==> src/rtl/steering_pkg.sv <==
// steering_pkg: shared widths and state encoding for the steering PWM driver
package steering_pkg;

    localparam int CTRL_W = 48;
    localparam int DUTY_W = 16;

    typedef enum logic [1:0] {IDLE, TRACK, FAILSAFE} steer_state_t;

endpackage

==> src/rtl/steering_target_calc.sv <==
// steering_target_calc: captures a command, shifts and clamps it into a pulse-width target
module steering_target_calc
    import steering_pkg::*;
#(
    parameter int CENTER_CYCLES = 75,
    parameter int SPAN_CYCLES   = 25,
    parameter int SHIFT         = 16
) (
    input  logic              clk,
    input  logic              rst,
    input  logic              i_valid,
    input  logic [CTRL_W-1:0] i_value,
    output logic [DUTY_W-1:0] o_target,
    output logic              o_sat,
    output logic              o_target_valid
);

    localparam logic signed [CTRL_W-1:0] SPAN_S = CTRL_W'(SPAN_CYCLES);

    logic                     v1_q;
    logic signed [CTRL_W-1:0] val_q;
    logic                     tv_q;
    logic                     sat_q;
    logic [DUTY_W-1:0]        target_q;
    logic signed [CTRL_W-1:0] off;
    logic signed [CTRL_W-1:0] off_c;
    logic                     hi;
    logic                     lo;
    logic [DUTY_W-1:0]        target_d;

    // Clamp on the full-width offset so huge commands cannot alias after truncation
    always_comb begin
        off      = val_q >>> SHIFT;
        hi       = off > SPAN_S;
        lo       = off < -SPAN_S;
        off_c    = hi ? SPAN_S : lo ? -SPAN_S : off;
        target_d = DUTY_W'(off_c + CTRL_W'(CENTER_CYCLES));
    end

    always_ff @(posedge clk or negedge rst) begin
        if (!rst) begin
            v1_q     <= 1'b0;
            val_q    <= '0;
            tv_q     <= 1'b0;
            sat_q    <= 1'b0;
            target_q <= DUTY_W'(CENTER_CYCLES);
        end else begin
            v1_q <= i_valid;
            if (i_valid)
                val_q <= i_value;
            tv_q <= v1_q;
            if (v1_q) begin
                target_q <= target_d;
                sat_q    <= hi | lo;
            end
        end
    end

    assign o_target       = target_q;
    assign o_sat          = sat_q;
    assign o_target_valid = tv_q;

endmodule

==> src/rtl/steering_pwm_driver.sv <==
// steering_pwm_driver: slew-limited servo PWM from steering commands, with timeout failsafe
module steering_pwm_driver
    import steering_pkg::*;
#(
    parameter int PERIOD_CYCLES  = 1000,
    parameter int CENTER_CYCLES  = 75,
    parameter int SPAN_CYCLES    = 25,
    parameter int SHIFT          = 16,
    parameter int SLEW_MAX       = 5,
    parameter int TIMEOUT_FRAMES = 8
) (
    input  logic              clk,
    input  logic              rst,
    input  logic              i_ctrl_valid,
    input  logic [CTRL_W-1:0] i_ctrl_value,
    output logic              o_pwm,
    output logic              o_frame_start,
    output logic [DUTY_W-1:0] o_duty,
    output logic              o_sat,
    output logic              o_timeout
);

    localparam logic [DUTY_W-1:0] LAST    = DUTY_W'(PERIOD_CYCLES - 1);
    localparam logic [DUTY_W-1:0] CENTER  = DUTY_W'(CENTER_CYCLES);
    localparam logic [DUTY_W-1:0] SLEW    = DUTY_W'(SLEW_MAX);
    localparam logic [DUTY_W-1:0] TO_LAST = DUTY_W'(TIMEOUT_FRAMES - 1);

    logic [DUTY_W-1:0] calc_target;
    logic              calc_sat;
    logic              calc_tv;

    logic              run_q;
    logic [DUTY_W-1:0] cnt_q, cnt_d;
    logic [DUTY_W-1:0] duty_q, duty_d;
    logic [DUTY_W-1:0] duty_out_q;
    logic              pwm_q;
    logic              fs_q;
    logic [DUTY_W-1:0] tgt_q, tgt_d;
    logic [DUTY_W-1:0] to_q, to_d;
    steer_state_t      state_q, state_d;
    logic              boundary;
    logic              up;
    logic [DUTY_W-1:0] diff;
    logic [DUTY_W-1:0] step;

    steering_target_calc #(
        .CENTER_CYCLES(CENTER_CYCLES),
        .SPAN_CYCLES  (SPAN_CYCLES),
        .SHIFT        (SHIFT)
    ) u_calc (
        .clk           (clk),
        .rst           (rst),
        .i_valid       (i_ctrl_valid),
        .i_value       (i_ctrl_value),
        .o_target      (calc_target),
        .o_sat         (calc_sat),
        .o_target_valid(calc_tv)
    );

    // run_q holds the counter at 0 for one edge after reset so the first frame starts on the second edge
    always_comb begin
        boundary = run_q && cnt_q == LAST;
        cnt_d    = (!run_q || boundary) ? '0 : cnt_q + 16'd1;
        up       = tgt_q > duty_q;
        diff     = up ? tgt_q - duty_q : duty_q - tgt_q;
        step     = diff > SLEW ? SLEW : diff;
        duty_d   = !boundary ? duty_q : up ? duty_q + step : duty_q - step;
    end

    // A fresh result always wins over a coincident timeout tick
    always_comb begin
        state_d = state_q;
        tgt_d   = tgt_q;
        to_d    = to_q;
        if (calc_tv) begin
            state_d = TRACK;
            tgt_d   = calc_target;
            to_d    = '0;
        end else if (state_q == TRACK && boundary) begin
            to_d = to_q + 16'd1;
            if (to_q == TO_LAST) begin
                state_d = FAILSAFE;
                tgt_d   = CENTER;
                to_d    = '0;
            end
        end
    end

    always_ff @(posedge clk or negedge rst) begin
        if (!rst) begin
            run_q      <= 1'b0;
            cnt_q      <= '0;
            duty_q     <= CENTER;
            duty_out_q <= CENTER;
            pwm_q      <= 1'b0;
            fs_q       <= 1'b0;
            tgt_q      <= CENTER;
            to_q       <= '0;
            state_q    <= IDLE;
        end else begin
            run_q      <= 1'b1;
            cnt_q      <= cnt_d;
            duty_q     <= duty_d;
            duty_out_q <= duty_q;
            pwm_q      <= run_q && cnt_q < duty_q;
            fs_q       <= run_q && cnt_q == '0;
            tgt_q      <= tgt_d;
            to_q       <= to_d;
            state_q    <= state_d;
        end
    end

    assign o_pwm         = pwm_q;
    assign o_frame_start = fs_q;
    assign o_duty        = duty_out_q;
    assign o_sat         = calc_sat;
    assign o_timeout     = state_q == FAILSAFE && !calc_tv;

endmodule

==> config.mk <==
export PLATFORM = sky130hd
export DESIGN_NAME = steering_pwm_driver
export DESIGN_NICKNAME = d
export VERILOG_FILES = /design/src/rtl/steering_pkg.sv /design/src/rtl/steering_target_calc.sv /design/src/rtl/steering_pwm_driver.sv
export SDC_FILE = /design/constraint.sdc
export NUM_CORES = 1
export LEC_CHECK = 0
export BUFFER_PORTS_ARGS = -buffer_cell sky130_fd_sc_hd__buf_2
export CORE_MARGIN = 4
export CORE_UTILIZATION = 40
export CTS_BUF_LIST = sky130_fd_sc_hd__clkbuf_4
export CTS_CLUSTER_DIAMETER = 100
export DETAILED_ROUTE_END_ITERATION = 16
export PLACE_DENSITY = 0.67
export SYNTH_ARGS = -nofsm -noshare
export SYNTH_HDL_FRONTEND = slang
export SYNTH_SLANG_ARGS = --single-unit
==> constraint.sdc <==
create_clock -name clk -period 15 [get_ports clk]
set_input_delay 2.25 -clock clk [delete_from_list [all_inputs] [get_ports clk]]
set_output_delay 2.25 -clock clk [all_outputs]
set_load 0.02 [all_outputs]
==> metrics.cfg, run 1 <==
[logic_synthesis]
syn_inst=892
netlist_area_sq_um=8462
synth_fp_nets=1012
yosysSeqAreaShare_pct=40.46
yosys_warnings=0
synth-edff-count=0
async_flop_share_pct=100.0
syn_area_per_cell_sq_um=9.486
ys_dominant_reg_cell=dfrtp_1
ys_types=83
ys_ff_latch=136

[cts]
cts.sinks=136
clock-root-buffer=clkbuf_4
hold_buffers=0
post-cts-setup-buffer-count=0
insertion_delay_ns=0.55
cts_buffer_depth=2
cts_resized=0
htreeDepth=4
numCtsBuffers=17
cts_tree=built
clkTransAtPathRegs_ns=0.14

[power_and_ir_drop]
vdd_ir_drop_max_v=0.00005948
p_leak_nw=4.221
power.density_nw_per_um2=90.88

[finish]
final_core_util_pct=45.13
layout_common_cells=dfrtp_1 (120), nand2_1 (77), o21ai_0 (71)
layout_commonest_cell=dfrtp_1
area_growth_pct=9.315
drive_gt1_share_pct=16.60
nets=1059

[route]
wl_per_cell_um=15.83
drt-total-wl_um=19370
firstDrtPassIters=5
drc=0
drtAntennaViolNets=0
via_count=6627
drt_iter0_markers=439
via_per_inst=5.419

[global_route]
grt_pass1_vias=6409
grt_pass1_wl_um=32350
grt.overflow.total=0
grt_max_degree=71
grtUsageTotal_pct=16.69
antenna_found_initial=1

[timing]
relSlewSlack_pct=33.59
setup_viol=0
max_freq_mhz=138.9
final_hold_viol_count=0
finalMaxSlewViolations=0
worst_pin_slew_ns=0.9857
period_minus_slack_ns=7.198
final.period_utilization_pct=47.98
skew_ns=0.02548
fin_tns_setup_ns=0
grt_setup_unrepaired=false

[place]
portBuffers=54
place_congestion=0.8792
hpwl_um=14510

[die]
die_w_um=153.4
num_io_pins=71
core_sq_um=20490
die-height_um=153.4
start_util_pct=41.29
rows=52
dieArea_sq_um=23550

[min_path]
holdPathStages=0
hold_path_end=o_duty[6]$_DFF_PN1_
hold_path_startpoint=duty_q[6]$_DFFE_PN1P_
hold_path_class=reg -> reg

[worst_setup_path]
r2r_slack_ns=7.80
critPathBufInv=2
critPathMaxFanout=6
path_class=reg -> reg
crit_path_start_kind=register
cp.required_ns=15.45
slowest_delay_ns=0.56
critPathArrivalTime_ns=7.64
rr_worst_depth=27
cpLargestDelayFamily=compound AO/OA/AOI/OAI gates
r2r-start=tgt_q[0]$_DFFE_PN1P_
cp_slowest_cell=dfstp_2
worstSetupEndpointType=register
r2r-end=duty_q[15]$_DFFE_PN0P_

[outcome]
status=finished clean

[flow_run]
cap_violations=0

==> registers in the layout, summed over array words and instances, names as in the netlist <==
register	count
cnt_q	16
duty_q	16
o_duty	16
o_frame_start	1
o_pwm	1
run_q	1
state_q	2
tgt_q	16
to_q	16
u_calc.o_sat	1
u_calc.o_target	16
u_calc.o_target_valid	1
u_calc.v1_q	1
u_calc.val_q	32
==> routing by layer <==
layer	vias up	global-route usage, %	share of wire [%]
met4	0	5.971	2.7
met3	39	3.025	3.5
li1	3282	-	-
met2	145	26.44	47
met1	3161	23.02	47
met5	-	0	0
==> cells in the mapped netlist (11+ instances only) <==
cell type	n	share of area, %
nand2_1	77	3.4
xnor2_1	18	1.9
inv_1	61	2.7
nor2b_1	17	1.3
nor2_1	67	3.0
xor2_1	26	2.7
ha_1	66	9.8
clkbuf_1	18	0.80
a21oi_1	39	2.3
a21o_1	15	1.3
o21ai_0	71	4.2
and2_1	14	1.0
nand3_1	16	0.95
or3_1	11	0.81
dfstp_2	16	5.0
nor3_1	22	1.3
mux2_2	32	4.3
dfrtp_1	120	35
and3_1	12	0.89
nand2b_1	12	0.89
nand4_1	18	1.3
nor4_1	15	1.1
==> worst max-delay path by stage <==
stage | startpoint | to | slack (ns) | depth (start not counted)
detailed placement | tgt_q[0]$_DFFE_PN1P_ | duty_q[15]$_DFFE_PN0P_ | 7.91 | 27
global placement | tgt_q[0]$_DFFE_PN1P_ | duty_q[15]$_DFFE_PN0P_ | 8.02 | 27
CTS | tgt_q[0]$_DFFE_PN1P_ | duty_q[15]$_DFFE_PN0P_ | 7.87 | 27
finish | tgt_q[0]$_DFFE_PN1P_ | duty_q[15]$_DFFE_PN0P_ | 7.80 | 27
floorplan | duty_q[1]$_DFFE_PN1P_ | duty_q[15]$_DFFE_PN0P_ | 9.25 | 25
global route | tgt_q[0]$_DFFE_PN1P_ | duty_q[15]$_DFFE_PN0P_ | 7.26 | 27
==> stage by stage <==
step / hold WS (ns) / setup slack, ns / power (mW) / cell area [sq um] / std cells
after floorplan: 0.3764 / 9.249 / 0.5492 / 8462 / 892
after global placement: 0.3992 / 8.017 / 0.5910 / 8954 / 1190
after detailed placement: 0.3972 / 7.910 / 0.5938 / 8954 / 1190
after CTS: 0.3996 / 7.872 / 0.8508 / 9248 / 1222
after global routing: 0.3989 / 7.259 / 0.8921 / 9250 / 1223
final: 0.3909 / 7.802 / 0.8407 / 9250 / 1223
==> cell families (layout without fill, tap and decap cells) <==
logic type	Yosys count	in the layout	share of synthesized area (%)
other cells	1	2	0.04432
mux	39	39	5.175
buf+inv	88	148	4.273
compound gates	213	213	16.64
xor+xnor	45	45	4.746
simple gates	301	301	18.20
fa+ha+maj	69	69	10.47
flops	136	136	40.46
==> area by class of cell <==
type | instances | area (sq um)
timing repair buffer | 55 | 284.0
multi-input combinational | 668 | 4679
antenna | 1 | 2.502
clock buffer | 17 | 127.6
tap | 270 | 337.8
inverter | 61 | 229.0
sequential | 136 | 3423
fill | 1949 | 11240
clock inverter | 15 | 166.4
==> power breakdown <==
group / internal (mW) / switching (mW) / total [mW]
clock network: 0.103 / 0.149 / 0.253
logic: 0.0790 / 0.110 / 0.189
registers: 0.385 / 0.0138 / 0.399
Note: power is estimated with default switching activity, not from simulation.
==> inputs of run 2 (changes only) <==
--- a/config.mk
+++ b/config.mk
@@ -5,13 +5,14 @@
 export SDC_FILE = /design/constraint.sdc
 export NUM_CORES = 1
 export LEC_CHECK = 0
+export ABC_AREA = 1
 export BUFFER_PORTS_ARGS = -buffer_cell sky130_fd_sc_hd__buf_2
 export CORE_MARGIN = 4
 export CORE_UTILIZATION = 40
 export CTS_BUF_LIST = sky130_fd_sc_hd__clkbuf_4
 export CTS_CLUSTER_DIAMETER = 100
 export DETAILED_ROUTE_END_ITERATION = 16
-export PLACE_DENSITY = 0.67
+export PLACE_DENSITY = 0.69
 export SYNTH_ARGS = -nofsm -noshare
 export SYNTH_HDL_FRONTEND = slang
 export SYNTH_SLANG_ARGS = --single-unit
==> constraint.sdc (replaced) <==
create_clock -name clk -period 6.24 [get_ports clk]
set_input_delay 0.936 -clock clk [delete_from_list [all_inputs] [get_ports clk]]
set_output_delay 0.936 -clock clk [all_outputs]
set_load 0.02 [all_outputs]
==> metrics.cfg, run 2 <==
[outcome]
status=finished clean

[timing]
fin_tns_setup_ns=0  ; unchanged
relSlewSlack_pct=43.91  ; +10 points
final_hold_viol_count=0  ; unchanged
hold_slack_ns=0.4004  ; +0.009549 ns
worst_pin_slew_ns=0.8413  ; -0.1444 ns
final.period_utilization_pct=88.93  ; +41 points
setup_ws_ns=0.6911  ; -7.111 ns
setup_viol=0  ; unchanged
max_freq_mhz=180.2  ; +30%
grt_setup_unrepaired=false
skew_ns=0.01895  ; -0.006532 ns
finalMaxSlewViolations=0  ; unchanged
period_minus_slack_ns=5.549  ; -1.649 ns

[die]
start_util_pct=40.62  ; -0.67 points
core_sq_um=21760  ; +6.2%
die-height_um=156.6  ; +2.1%
num_io_pins=71  ; unchanged
dieArea_sq_um=24530  ; +4.2%
die_w_um=156.6  ; +2.1%
rows=54  ; +3.8%

[worst_setup_path]
crit_path_start_kind=register
worstSetupEndpointType=register
cp.required_ns=6.71  ; -8.74 ns
r2r_slack_ns=0.69  ; -7.11 ns
rr_worst_depth=32  ; +19%
path_class=reg -> reg
r2r-end=duty_q[14]$_DFFE_PN0P_
critPathMaxFanout=21  ; +15
slowest_delay_ns=0.55  ; about the same
critPathArrivalTime_ns=6.02  ; -1.62 ns
r2r-start=tgt_q[0]$_DFFE_PN1P_
crit_end=duty_q[14]$_DFFE_PN0P_
cp_slowest_cell=dfstp_2
crit_start=tgt_q[0]$_DFFE_PN1P_

[place]
portBuffers=54  ; unchanged
place_congestion=0.9133  ; +3.9%
dp_slack_ns=0.6274  ; -7.283 ns
hpwl_um=15910  ; +9.7%

[finish]
nets=1349  ; +27%
area_growth_pct=9.288  ; about the same
multi_input_area_sq_um=4574  ; -2.2%
layout_commonest_cell=nand2_1
drive_gt1_share_pct=11.76  ; -4.8 points
regMostFlops=u_calc.val_q
largest_reg_flops=32  ; unchanged
seq_area_sq_um=3423  ; unchanged
layout_common_cells=nand2_1 (315), inv_1 (193), dfrtp_1 (120)
fillers=2185  ; +12%

[global_route]
antenna_found_initial=1  ; unchanged
grt_pass1_vias=7332  ; +14%
grt.overflow.total=0  ; unchanged
grt_max_degree=78  ; +9.9%
grt_pass1_wl_um=35280  ; +9.0%
grtUsageTotal_pct=17.66  ; +0.97 points

[route]
firstDrtPassIters=7  ; +2
drc=0  ; unchanged
drt-total-wl_um=20570  ; +6.2%
via_count=7544  ; +14%
wl_per_cell_um=13.51  ; -15%
via_per_inst=4.953  ; -8.6%
drtAntennaViolNets=0  ; unchanged
drt_iter0_markers=442  ; +0.68%

[power_and_ir_drop]
seqPwrFrac_pct=45.7  ; -1.8 points
sw_frac_of_total_pct=34.76  ; +2.3 points
p_leak_nw=4.979  ; +18%
p_clk_share_pct=27.7  ; -2.3 points
power.density_nw_per_um2=215.9  ; +140%
power_mw=2.085  ; +150%
power.internal_mw=1.360  ; +140%
p_sw_mw=0.7249  ; +170%
vdd_ir_drop_max_v=0.0001513  ; +150%
combPwrFrac_pct=26.7  ; +4.2 points

[logic_synthesis]
synth_common_cells=nand2_1 (315), inv_1 (193), dfrtp_1 (120)
synth-edff-count=0  ; unchanged
synth_top_area_cell=dfrtp_1
yosys_warnings=0  ; unchanged
synth.area.top_cells=dfrtp_1 (34%), nand2_1 (13%), ha_1 (9.3%), inv_1 (8.2%), dfstp_2 (4.8%)
netlist_area_sq_um=8837  ; +4.4%
yosysMostFrequentCell=nand2_1
synth_top_area_share_pct=33.98  ; -1.5 points
syn_area_per_cell_sq_um=7.515  ; -21%
async_flop_share_pct=100.0  ; unchanged
yosysSeqAreaShare_pct=38.74  ; -1.7 points
ys_dominant_reg_cell=dfrtp_1
ys_types=55  ; -34%
syn_inst=1176  ; +32%
synth_fp_nets=1296  ; +28%
ys_ff_latch=136  ; unchanged

[cts]
htreeDepth=4  ; unchanged
insertion_delay_ns=0.56  ; about the same
numCtsBuffers=17  ; unchanged
hold_buffers=0  ; unchanged
cts.sinks=136  ; unchanged
cts_tree=built
clkTransAtPathRegs_ns=0.12  ; -0.02 ns
clock-root-buffer=clkbuf_4
cts_resized=0  ; unchanged
post-cts-setup-buffer-count=0  ; unchanged
cts_buffer_depth=2  ; unchanged

[min_path]
hold_path_class=in -> async

[flow_run]
cap_violations=0  ; unchanged

## run 2: changes by cell type after synthesis, moves of 13 or more
cell	change
mux2_2	-27
nand3_1	+40
nand2_1	+238
a21oi_1	+25
xnor2_1	-13
a21o_1	-14
and2_1	-13
inv_1	+132
nor2b_1	-17
## run 2: layout make-up
class                           instances  share of cell area [%]
Clock buffer                           19                   1.477
Tap cell                              280                   3.627
Clock inverter                         13                   1.347
Multi-Input combinational cell        822                   47.36
Sequential cell                       136                   35.44
Inverter                              194                   7.540
Timing Repair Buffer                   58                   3.174
Antenna cell                            1                 0.02591
## run 2: metrics by stage
| step | utilization (%) | instance area (sq um) | instances |
|---|---|---|---|
| after global routing | 44.39 | 9658 | 1523 |
| final | 44.39 | 9658 | 1523 |
| after global placement | 43.13 | 9383 | 1490 |
| after detailed placement | 43.13 | 9383 | 1490 |
| after floorplan | - | 8837 | 1176 |
| after CTS | 44.38 | 9656 | 1522 |
## run 2: power groups by stage
stage / clock [mW] / sequential [mW] / combinational, mW
finish: 0.577 / 0.952 / 0.556
global route: 0.638 / 0.958 / 0.642
CTS: 0.593 / 0.953 / 0.556
detailed placement: 0 / 0.970 / 0.553
global placement: 0 / 0.968 / 0.544
floorplan: 0 / 0.963 / 0.438
## run 2: critical path: cells and delay by family, from the launching register on
| family | cells | cell delay (ns) |
|---|---|---|
| fa+ha+maj | 4 | 1.19 |
| compound gates | 8 | 1.36 |
| flops | 1 | 0.55 |
| simple gates | 16 | 1.93 |
| xor+xnor | 1 | 0.17 |
| buf+inv | 3 | 0.25 |
## run 2: cells by family after synthesis
family	share of synthesized area, %
fa+ha+maj	10.02
xor+xnor	1.883
compound gates	12.01
flops	38.74
buf+inv	9.500
simple gates	27.17
mux	0.6371
other cells	0.04243
## run 2: how the worst min path moves through the flow
stage / start / end / slack, ns / cells past startpoint
floorplan: duty_q[0]$_DFFE_PN1P_ / o_duty[0]$_DFF_PN1_ / 0.37 / 0
global placement: duty_q[0]$_DFFE_PN1P_ / o_duty[0]$_DFF_PN1_ / 0.39 / 0
detailed placement: duty_q[0]$_DFFE_PN1P_ / o_duty[0]$_DFF_PN1_ / 0.39 / 0
CTS: rst / u_calc.val_q[41]$_DFFE_PN0P_ / 0.40 / 1
global route: duty_q[0]$_DFFE_PN1P_ / o_duty[0]$_DFF_PN1_ / 0.40 / 0
finish: rst / o_pwm$_DFF_PN0_ / 0.40 / 1
## run 2: routing by layer
| metal | up-vias | global-route usage (%) | wire length (um) |
|---|---|---|---|
| met4 | 0 | 5.661 | 454 |
| met2 | 143 | 28.60 | 9375 |
| met3 | 32 | 3.097 | 812 |
| met5 | - | 0 | 0 |
| li1 | 3906 | - | - |
| met1 | 3463 | 24.15 | 9930 |
==> inputs of run 3 (changes only) <==
--- a/config.mk
+++ b/config.mk
@@ -5,7 +5,6 @@
 export SDC_FILE = /design/constraint.sdc
 export NUM_CORES = 1
 export LEC_CHECK = 0
-export ABC_AREA = 1
 export BUFFER_PORTS_ARGS = -buffer_cell sky130_fd_sc_hd__buf_2
 export CORE_MARGIN = 4
 export CORE_UTILIZATION = 40
==> metrics.cfg, run 3 (synthesis results as in run 1) <==
[outcome]
status=finished clean

[power_and_ir_drop]
p_leak_nw=4.541  ; -8.8%
seqPwrFrac_pct=46.9  ; +1.2 points
p_clk_share_pct=28.0  ; +0.3 points
power.internal_mw=1.336  ; -1.8%
combPwrFrac_pct=25.1  ; -1.6 points
power.density_nw_per_um2=208.3  ; -3.5%
sw_frac_of_total_pct=34.75  ; about the same
vdd_ir_drop_max_v=0.0001502  ; -0.73%
p_sw_mw=0.7114  ; -1.9%

[die]
die-height_um=153.4  ; -2.0%
rows=52  ; -3.7%
die_w_um=153.4  ; -2.0%
start_util_pct=41.29  ; +0.67 points
num_io_pins=71  ; unchanged
dieArea_sq_um=23550  ; -4.0%
core_sq_um=20490  ; -5.8%

[place]
hpwl_um=15440  ; -2.9%
dp_slack_ns=-0.02829  ; -0.6557 ns
place_congestion=0.9384  ; +2.7%
dpl-instance-area_sq_um=9412  ; +0.31%
portBuffers=54  ; unchanged

[finish]
drive_gt1_share_pct=23.38  ; +12 points
layout_common_cells=dfrtp_1 (120), nand2_1 (77), o21ai_0 (68)
regMostFlops=u_calc.val_q
layout_commonest_cell=dfrtp_1
fillers=1921  ; -12%
final_core_util_pct=47.95  ; +3.6 points
largest_reg_flops=32  ; unchanged
area_growth_pct=16.15
final_area_sq_um=9828  ; +1.8%
nets=1125  ; -17%

[worst_setup_path]
cpLargestDelayFamily=simple AND/OR/NAND/NOR gates
slowest_delay_ns=0.52  ; -0.03 ns
path_common_cell=ha_1
cp.required_ns=6.76  ; +0.05 ns
cp_slowest_cell=ha_1
worstSetupEndpointType=register
crit_path_start_kind=register
critPathBufInv=4  ; +1
critPathArrivalTime_ns=6.52  ; +0.50 ns
path_class=reg -> reg
critPathMaxFanout=15  ; -29%

[timing]
setup_viol=0  ; unchanged
final.period_utilization_pct=96.09  ; +7.2 points
period_minus_slack_ns=5.996  ; +0.4473 ns
skew_ns=0.02026  ; +0.001311 ns
grt_setup_unrepaired=true
finalMaxSlewViolations=0  ; unchanged
setup_ws_ns=0.2437  ; -0.4473 ns
final_hold_viol_count=0  ; unchanged
max_freq_mhz=166.8  ; -7.5%
fin_tns_setup_ns=0  ; unchanged
relSlewSlack_pct=33.43  ; -10 points
worst_pin_slew_ns=0.9974  ; +0.1561 ns

[cts]
clkTransAtPathRegs_ns=0.15  ; +0.03 ns
cts_tree=built
cts.sinks=136  ; unchanged
htreeDepth=4  ; unchanged
cts_buffer_depth=2  ; unchanged
clock-root-buffer=clkbuf_4
numCtsBuffers=17  ; unchanged
insertion_delay_ns=0.57  ; about the same
hold_buffers=0  ; unchanged

[global_route]
grtUsageTotal_pct=17.46  ; -0.20 points
grt_pass1_wl_um=33730  ; -4.4%
grt_pass1_vias=6754  ; -7.9%
grt_max_degree=73  ; -6.4%
grt.overflow.total=0  ; unchanged
antenna_found_initial=1  ; unchanged

[route]
drt-total-wl_um=20420  ; -0.73%
firstDrtPassIters=5  ; -2
wl_per_cell_um=15.84  ; +17%
drtAntennaViolNets=0  ; unchanged
via_per_inst=5.375  ; +8.5%
drt_iter0_markers=442  ; unchanged
via_count=6929  ; -8.2%
drc=0  ; unchanged

[min_path]
hold_path_class=in -> async

[flow_run]
cap_violations=0  ; unchanged

## run 3: routing by layer
metal / vias to the layer above / routed length [um] / GRT usage [%]
li1: 3398 / - / -
met1: 3364 / 9394 / 23.56
met2: 139 / 9871 / 28.66
met3: 28 / 778 / 3.223
met4: 0 / 378 / 5.425
met5: - / 0 / 0
## run 3: what timing repair did
action	4_1_cts	5_1_grt
resized for setup	2	21
setup buffers	0	5
pin swaps	0	14
setup endpoints to repair	2	6
## run 3: layout make-up
class	count	area, sq um	share of cell area (%)
Inverter	61	229.0	2.330
Tap cell	270	337.8	3.437
Clock inverter	15	153.9	1.566
Antenna cell	1	2.502	0.02546
Multi-Input combinational cell	668	4775	48.58
Clock buffer	17	127.6	1.299
Sequential cell	136	3423	34.83
Timing Repair Buffer	121	779.5	7.931
## run 3: power by group through the flow
stage	sequential [mW]	combinational [mW]	clock (mW)
after floorplan	0.966	0.354	0
after global placement	0.975	0.479	0
after detailed placement	0.977	0.486	0
after CTS	0.960	0.490	0.590
after global routing	0.967	0.572	0.632
final	0.960	0.514	0.574
## run 3: worst paths after layout
| check | startpoint | to | slack, ns | cells past startpoint |
|---|---|---|---|---|
| max | duty_q[11]$_DFFE_PN0P_ | duty_q[15]$_DFFE_PN0P_ | 0.24 | 27 |
| min | rst | u_calc.val_q[34]$_DFFE_PN0P_ | 0.37 | 1 |
| max reg2reg | duty_q[11]$_DFFE_PN0P_ | duty_q[15]$_DFFE_PN0P_ | 0.24 | 27 |
| min reg2reg | u_calc.o_target[8]$_DFFE_PN0P_ | tgt_q[8]$_DFFE_PN0P_ | 0.50 | 2 |
| max in group asynchronous | rst | u_calc.o_sat$_DFFE_PN0P_ | 4.62 | 2 |
| min in group clk | u_calc.o_target[8]$_DFFE_PN0P_ | tgt_q[8]$_DFFE_PN0P_ | 0.50 | 2 |
## run 3: through the flow
step,total power [mW],cells,hold slack [ns]
floorplan,1.320,892,0.3764
global placement,1.454,1251,0.4594
detailed placement,1.462,1251,0.4684
CTS,2.040,1283,0.3500
global route,2.171,1289,0.3708
finish,2.047,1289,0.3735
